## src/rtl/alu_muldiv.sv

```systemverilog
// alu_muldiv: iterative radix-2 multiply / restoring divide unit with valid/ready handshakes
module alu_muldiv #(
    parameter int DATA_WIDTH = 32
) (
    input  logic                  clk,
    input  logic                  rst,
    input  logic [DATA_WIDTH-1:0] A,
    input  logic [DATA_WIDTH-1:0] B,
    input  logic [2:0]            MDop,
    input  logic                  in_valid,
    output logic                  in_ready,
    output logic                  out_valid,
    input  logic                  out_ready,
    output logic [DATA_WIDTH-1:0] Result,
    output logic                  Zero,
    output logic                  Overflow,
    output logic                  DivZero
);
    localparam int W = DATA_WIDTH;
    localparam int CW = $clog2(W + 1);
    typedef enum logic [1:0] {IDLE, CALC, DONE} state_t;
    state_t state, state_nx;
    logic [W-1:0] a_r, b_r, quo, rem, res_r, ma, mb, q_s, r_s, res_nx;
    logic [2:0] op_r;
    logic [CW-1:0] cnt;
    logic [2*W-1:0] prod, prod_s;
    logic [W:0] sum, shl;
    logic ovf_r, dz_r, is_div, sgn, sa, sb, last, fit, div_z, ovf;
    function automatic logic sgn_of(input logic [2:0] op);
        return op[2] ? ~op[0] : (op[1:0] == 2'b01);
    endfunction
    function automatic logic [W-1:0] mag(input logic [W-1:0] x, input logic s);
        return (s && x[W-1]) ? -x : x;
    endfunction
    always_comb begin
        is_div = op_r[2];
        sgn = sgn_of(op_r);
        sa = sgn & a_r[W-1];
        sb = sgn & b_r[W-1];
        ma = mag(a_r, sgn);
        mb = mag(b_r, sgn);
        last = cnt == CW'(W);
        sum = {1'b0, prod[2*W-1:W]} + (prod[0] ? {1'b0, ma} : '0);
        shl = {rem, quo[W-1]};
        fit = shl >= {1'b0, mb};
        prod_s = (sa ^ sb) ? -prod : prod;
        q_s = (sa ^ sb) ? -quo : quo;
        r_s = sa ? -rem : rem;
        div_z = b_r == '0;
        ovf = is_div & ~op_r[0] & (a_r == {1'b1, {(W-1){1'b0}}}) & (&b_r);
        res_nx = !is_div ? (op_r[0] ? prod_s[2*W-1:W] : prod_s[W-1:0])
               : div_z ? (op_r[1] ? a_r : '1)
               : (op_r[1] ? r_s : q_s);
        state_nx = state == IDLE ? (in_valid ? CALC : IDLE)
                 : state == CALC ? (last ? DONE : CALC)
                 : (out_ready ? IDLE : DONE);
    end
    always_ff @(posedge clk)
        if (rst) state <= IDLE;
        else state <= state_nx;
    always_ff @(posedge clk)
        if (rst) begin
            a_r <= '0;
            b_r <= '0;
            op_r <= '0;
            cnt <= '0;
            prod <= '0;
            rem <= '0;
            quo <= '0;
            res_r <= '0;
            ovf_r <= 1'b0;
            dz_r <= 1'b0;
        end else if (state == IDLE && in_valid) begin
            a_r <= A;
            b_r <= B;
            op_r <= MDop;
            cnt <= '0;
            prod <= {{W{1'b0}}, mag(B, sgn_of(MDop))};
            rem <= '0;
            quo <= mag(A, sgn_of(MDop));
        end else if (state == CALC) begin
            if (last) begin
                res_r <= res_nx;
                ovf_r <= ovf;
                dz_r <= is_div & div_z;
            end else begin
                cnt <= cnt + CW'(1);
                prod <= {sum, prod[W-1:1]};
                rem <= W'(fit ? shl - {1'b0, mb} : shl);
                quo <= {quo[W-2:0], fit};
            end
        end
    assign in_ready = state == IDLE;
    assign out_valid = state == DONE;
    assign Result = res_r;
    assign Zero = res_r == '0;
    assign Overflow = ovf_r;
    assign DivZero = dz_r;
endmodule

```

## config.mk

```make
export PLATFORM = sky130hd
export DESIGN_NAME = alu_muldiv
export DESIGN_NICKNAME = d
export VERILOG_FILES = /design/src/rtl/alu_muldiv.sv
export SDC_FILE = /design/constraint.sdc
export NUM_CORES = 1
export LEC_CHECK = 0
export CELL_PAD_IN_SITES_DETAIL_PLACEMENT = 0
export CELL_PAD_IN_SITES_GLOBAL_PLACEMENT = 2
export CORE_ASPECT_RATIO = 1.1
export CORE_MARGIN = 4
export CORE_UTILIZATION = 25
export CTS_BUF_LIST = sky130_fd_sc_hd__clkbuf_16
export DETAILED_ROUTE_END_ITERATION = 6
export PLACE_DENSITY_LB_ADDON = 0.1
export SYNTH_ARGS = -nofsm -noshare
export SYNTH_HDL_FRONTEND = slang
export SYNTH_SLANG_ARGS = --single-unit
```

## constraint.sdc

```tcl
create_clock -name clk -period 5.75 [get_ports clk]
set_clock_uncertainty 0.1 [all_clocks]
set_input_delay 1.725 -clock clk [delete_from_list [all_inputs] [get_ports clk]]
set_output_delay 1.725 -clock clk [all_outputs]
set_load 0.005 [all_outputs]
```

Word-level counts from Yosys, hierarchy flattened. Cells that the tools add are included.

Register bits: 237. Bits in latches: 0. Bits in writable memories: 0. ROM bits: 0. Input port bits: 71. Output and inout bits: 37. Word-level logic and storage cells: 82. Memories kept: 0.

$add $sub $neg: 10. $mul: 0. Divide/modulo/power cells: 0. Order comparisons: 1. Eq/ne operators: 7. Shift operators: 0. Multiplexer cells: 27. Bitwise operators: 11. Reductions and logical operators: 14.

Operator list (count): 2-to-1 mux 32 bit (19); negation 32 bit (6); logical NOT 32 bit (2); 2-to-1 mux 64 bit (1); negation 64 bit (1); adder 32 x 32 -> 33 bit (1); greater-or-equal comparator 33 x 32 -> 1 bit (1); == test 32 bit (second input constant) (1); AND reduction 32 bit (1); subtractor 32 bit (1); 2-to-1 mux 2 bit (4); adder 6 x 1 -> 6 bit (second input constant) (1); bitwise AND 1 bit (6); == test 2 x 1 -> 1 bit (second input constant) (3); == test 6 bit (second input constant) (1); logical AND 1 bit (5); NOT 1 bit (4); AND reduction 2 bit (2); 2-to-1 mux 1 bit (3); AND reduction 3 bit (1); == test 2 bit (second input constant) (1); logical NOT 2 bit (1); inequality test 2 x 1 -> 1 bit (second input constant) (1); nonzero test 2 bit (1); 2 further kinds (2).

Logic depth before layout (Yosys ltp).
Depth in word-level cells: 9. Gate-level depth with buffers: 21. Gate-level depth less buffers: 20.

Worst setup path after synthesis. OpenSTA, ideal clock, no wires.

Path kind: flip-flop to flip-flop. Start point: reg op_r[2]. End point: reg prod[62]. Arrival: 4.162 ns. Setup slack: 1.358 ns. Cell stages (with the launch flop): 22. Buffers on the path: 4. Cells stage by stage: dfxtp_1 clkbuf_1 nand2b_1 o21ai_1 and2_1 clkbuf_1 clkbuf_1 clkbuf_1 o31ai_1 xor2_1 nor2_1 ha_1 a21oi_1 o21ai_0 a21o_1 a31oi_1 a21oi_1 nor2_1 o31ai_1 a41oi_1 mux2i_1 o21ai_0.

Cells in the longest elaborated chain, start to end: 5.

RTL lines: from (decl) (line 24) `logic [2:0] op_r;`; from (signal assigned) (line 76) `op_r <= MDop;`; 2-to-1 mux 1 bit (line 30) `return op[2] ? ~op[0] : (op[1:0] == 2'b01);`; logical AND 1 bit (line 33) `return (s && x[W-1]) ? -x : x;`; 2-to-1 mux 32 bit (line 33); 2-to-1 mux 32 bit (line 43) `sum = {1'b0, prod[2*W-1:W]} + (prod[0] ? {1'b0, ma} : '0);`; adder 32 x 32 -> 33 bit (line 43); to (signal assigned) (line 78) `prod <= {{W{1'b0}}, mag(B, sgn_of(MDop))};`; to (signal assigned) (line 88) `prod <= {sum, prod[W-1:1]};`; to (decl) (line 26) `logic [2*W-1:0] prod, prod_s;`.

Every way passes these cells. A chain may end at the register's enable or synchronous reset.

Worst setup path after layout.
Start point: reg op_r[2]. End point: reg rem[10].

Cells in the longest elaborated chain, start to end: 5. Elaborated cells on any way between the ends: 6. Those cells by class: add/sub (1); order compare (1); mux (3); reduce/logical (1).

RTL lines: 2-to-1 mux 1 bit (*) (line 30); logical AND 1 bit (*) (line 33); 2-to-1 mux 32 bit (*) (line 33); subtractor 32 bit / greater-or-equal comparator 33 x 32 -> 1 bit (equally long branches) (line 89, 45); 2-to-1 mux 32 bit (*) (line 89) `rem <= W'(fit ? shl - {1'b0, mb} : shl);`; to (signal assigned) (line 89); to (decl) (line 23) `logic [W-1:0] a_r, b_r, quo, rem, res_r, ma, mb, q_s, r_s, res_nx;`.

Every way passes the cells marked *; elsewhere a longest branch is shown, timed or not.

==> results.txt <==
----------------------------------------------------
[Clock tree]
  Clock Pin Slew Worst Setup and Hold Paths ... 0.06 ns
  Number of hold buffers added after cts ... 0
  Number of resized instances in the post-cts repair step ... 0
  Number of buffers created by CTS ... 31
  Deepest clock path buffer count ... 3
  Worst skew pair latency ... 0.61 ns
  Maximum level of the CTS H-tree ... 1
  CTS tree ... built
  Post-CTS Repair Setup Buffers ... 0
  Library cell used as clock root buffer ... sky130_fd_sc_hd__clkbuf_16
  CTS sink cnt ... 237

[Logic synthesis]
  Most area-hungry cell type in the Yosys netlist ... sky130_fd_sc_hd__dfxtp_1
  Mean instance size in the synthesized netlist ... 7.138 sq um
  Fraction of post-synthesis cell area in the top cell type by area ... 25.54%
  Syn_nets ... 2,750
  Synth unique cells ... 75
  Post-synth design cell area ... 18,580 sq um
  Fraction of synthesis flops using an asynchronous set or reset pin ... 0%
  Gate count after technology mapping ... 2,603
  Sequential area share after synthesis ... 25.54%
  Synth top area cells ... sky130_fd_sc_hd__dfxtp_1 26%, sky130_fd_sc_hd__nand2_1 8.5%, sky130_fd_sc_hd__a21oi_1 8.1%
  Flops & latches, synth ... 237
  Predominant post-synthesis flop cell ... sky130_fd_sc_hd__dfxtp_1
  Number of enable flip-flop cells after synthesis ... 0
  Yosys warnings ... 0

[Status]
  Result of the run ... complete, no violations

[Worst setup path]
  Data arrival time of the critical path ... 5.38 ns
  Critical path's largest stage delay ... 0.46 ns
  Gate family responsible for the most delay along the worst path ... compound AO/OA/AOI/OAI gates
  Worst Setup Start Kind ... flop
  Reg2Reg Setup Slack ... 0.72 ns
  Data required time of the critical path ... 6.10 ns
  Crit Path Max Fanout ... 32
  Worst Setup Path Type ... flop to flop
  Critical-path cell list ... nand2b_1, o21ai_1, and2_1, buf_4, nand2_1, xor2_1, ha_1, nand3_1, nor2_1, o21ai_0, a21oi_1, o21ai_1, buf_4, o31a_1, o21ai_1, a31o_2, buf_12, mux2i_1, a21oi_1
  Slowest CP cell ... sky130_fd_sc_hd__o21ai_1
  CP Capture Type ... flop
  WP buf/inv ... 3
  Most numerous cell on the critical path ... sky130_fd_sc_hd__o21ai_1

[Routing]
  Via total after detailed routing ... 19,340
  Pre-Repair DR Iteration Count ... 7
  Residual DRC ... 0
  Sum of routed wire length over all layers ... 87,610 microns
  M1 WL ... 38,980 microns
  Final ANT Viol Nets ... 0
  Met3 routed WL ... 3204 microns
  Wire per inst ... 24.31 microns
  Vias per cell ... 5.367
  Starting DRT DRC Count ... 1,603
  Top sig layer ... met4
  Met2 layer wire length in the routed design ... 42,260 microns

[Power]
  Highest ir drop seen on vdd ... 0.0002325 V
  Leakage power summed over all cells ... 8.078 nW
  Power density cells ... 257.2 nW/um^2

[Placed design]
  Final GP Congestion ... 0.8713
  Sum of net half-perimeters after detailed placement ... 68,120 microns
  Placed Area ... 20,590 sq um
  Placed cells ... 3,549
  PortBufs ... 107

[Floorplan]
  Initial cell density of the core ... 25.32%
  I/O pins ... 108
  Floorplan Core Area ... 73,390 sq um
  Chip height ... 293.9 microns
  Overall die area ... 78,750 sq um
  Die X-Extent ... 267.9 microns
  Row count ... 104

[Timing]
  Achievable Freq ... 198.7 MHz
  Relative slew slack ... 27.46%
  Total of endpoints with negative setup slack in the final report ... 0
  Final hold slack ... 0.3667 ns
  Final hold violations ... 0
  Setup repair after global routing missed its margin ... no
  Shortest period the worst path allows ... 5.034 ns
  TNS Setup ... 0 ns
  Transition time at the pin with the least slew margin ... 1.084 ns
  Pins Over Slew Limit ... 0
  Fin crit share ... 87.55%

[Layout]
  Filler-free cell count of the finished design ... 3,604
  # diodes ... 0
  Final design area excluding fillers ... 21,540 sq um
  Post-synthesis to final-layout area growth ... 15.95%
  Net count, final ... 2,775
  Fraction of layout cells with a size suffix above 1 ... 4.453%

[Global routing]
  Vias in the first global route ... 18,740
  Wire length of the first global-routing pass ... 128,400 microns
  Number of antenna violations at the first check in global routing ... 0
  Overall track demand over capacity in global routing ... 21.55%
  Total global routing overflow ... 0
  Largest net degree at the start of global routing ... 79

[Run]
  Max_cap viols ... 0

[Worst hold path]
  Type of the tightest min-delay check ... flop to flop

----------------------------------------------------
==> metrics by stage <==
step	total power, W	setup slack [ns]	utilization (%)
2_1_floorplan	0.003034	1.358	-
3_3_place_gp	0.003664	0.7003	28.06
3_5_place_dp	0.003661	0.6951	28.06
4_1_cts	0.005615	0.6502	29.35
5_1_grt	0.005847	0.07682	29.35
6_report	0.005540	0.7161	29.35
==> worst reg2reg max path, delay by kind of cell (launching register included) <==
kind,cells,cell delay [ns]
compound gates,8,2.00
simple gates,5,0.95
fa+ha+maj,1,0.36
xor+xnor,1,0.19
mux,1,0.26
buf+inv,3,0.67
flops,1,0.32
==> sequential cells by signal (all words and copies together), names as in the netlist <==
name,cells
prod,64
Result,32
a_r,32
b_r,32
quo,32
rem,32
cnt,6
op_r,3
state,2
DivZero,1
Overflow,1
==> cell families after synthesis <==
group	after synthesis	share of synthesized area, %
flops	237	25.54
mux	47	2.546
buf+inv	209	4.350
fa+ha+maj	76	5.199
compound gates	760	24.89
xor+xnor	276	13.01
simple gates	998	24.47
==> metal layers <==
layer	global-route usage, %	vias to the layer above
li1	-	9353
met1	28.47	9406
met2	37.27	483
met3	1.597	101
met4	7.102	0
met5	0	-
==> layout by cell type, fill, tap and decap left out, drive strengths merged, types with 8 or more instances in the layout <==
| cell | n |
|---|---|
| a21o | 31 |
| nor3 | 58 |
| mux2i | 45 |
| nand2b | 25 |
| clkdlybuf4s50 | 106 |
| o41ai | 15 |
| o31ai | 39 |
| buf | 45 |
| and2 | 15 |
| nor4 | 47 |
| xor2 | 125 |
| clkbuf | 31 |
| o22ai | 14 |
| clkinv | 15 |
| nor2 | 263 |
| a21oi | 303 |
| a211oi | 22 |
| inv | 57 |
| a221oi | 15 |
| nor2b | 23 |
| a31oi | 35 |
| nand3 | 35 |
| xnor2 | 151 |
| or4 | 19 |
| or3 | 22 |
| a311oi | 52 |
| a221o | 8 |
| o21ai | 172 |
| nand4 | 32 |
| nand2 | 420 |
| o211ai | 9 |
| ha | 74 |
| and3 | 14 |
| dfxtp | 237 |
==> cells in the mapped netlist, types with 8 or more instances <==
cell and instances:
sky130_fd_sc_hd__a211oi_1 22, sky130_fd_sc_hd__mux2i_1 45, sky130_fd_sc_hd__buf_1 13, sky130_fd_sc_hd__a21oi_1 302, sky130_fd_sc_hd__a221oi_1 15, sky130_fd_sc_hd__a311oi_1 52, sky130_fd_sc_hd__nor2_1 263, sky130_fd_sc_hd__or4_1 18
sky130_fd_sc_hd__and2_1 15, sky130_fd_sc_hd__nor2b_1 23, sky130_fd_sc_hd__dfxtp_1 237, sky130_fd_sc_hd__xor2_1 125, sky130_fd_sc_hd__xnor2_1 151, sky130_fd_sc_hd__and3_1 14, sky130_fd_sc_hd__nand2_1 420, sky130_fd_sc_hd__inv_1 49
sky130_fd_sc_hd__clkbuf_1 136, sky130_fd_sc_hd__nand2b_1 25, sky130_fd_sc_hd__o211ai_1 9, sky130_fd_sc_hd__a221o_1 8, sky130_fd_sc_hd__a21o_1 31, sky130_fd_sc_hd__a31oi_1 35, sky130_fd_sc_hd__o21ai_0 165, sky130_fd_sc_hd__nand4_1 32
sky130_fd_sc_hd__o22ai_1 14, sky130_fd_sc_hd__ha_1 74, sky130_fd_sc_hd__o31ai_1 39, sky130_fd_sc_hd__o41ai_1 15, sky130_fd_sc_hd__or3_1 21, sky130_fd_sc_hd__nor3_1 54, sky130_fd_sc_hd__nor4_1 43, sky130_fd_sc_hd__nand3_1 35
==> cell type report <==
class / count / area [sq um]
clock inverter: 24 / 173.9
inverter: 50 / 187.7
tap: 954 / 1194
timing repair buffer: 151 / 1411
sequential: 237 / 4746
fill: 8031 / 51850
clock buffer: 31 / 775.7
multi-input combinational: 2157 / 13050
==> final timing paths <==
check                              start       end  depth (start not counted)
worst max-delay path             op_r[2]   rem[10]                         19
worst min-delay path            Overflow  Overflow                          2
worst max register to register   op_r[2]   rem[10]                         19
worst min register to register  Overflow  Overflow                          2
==> where the power goes <==
group | switching [W] | internal [W] | total (W)
Sequential | 0.000187 | 0.00174 | 0.00192
Combinational | 0.00108 | 0.000628 | 0.00171
Clock | 0.000847 | 0.00106 | 0.00191
(Power assumes the default switching activity.)
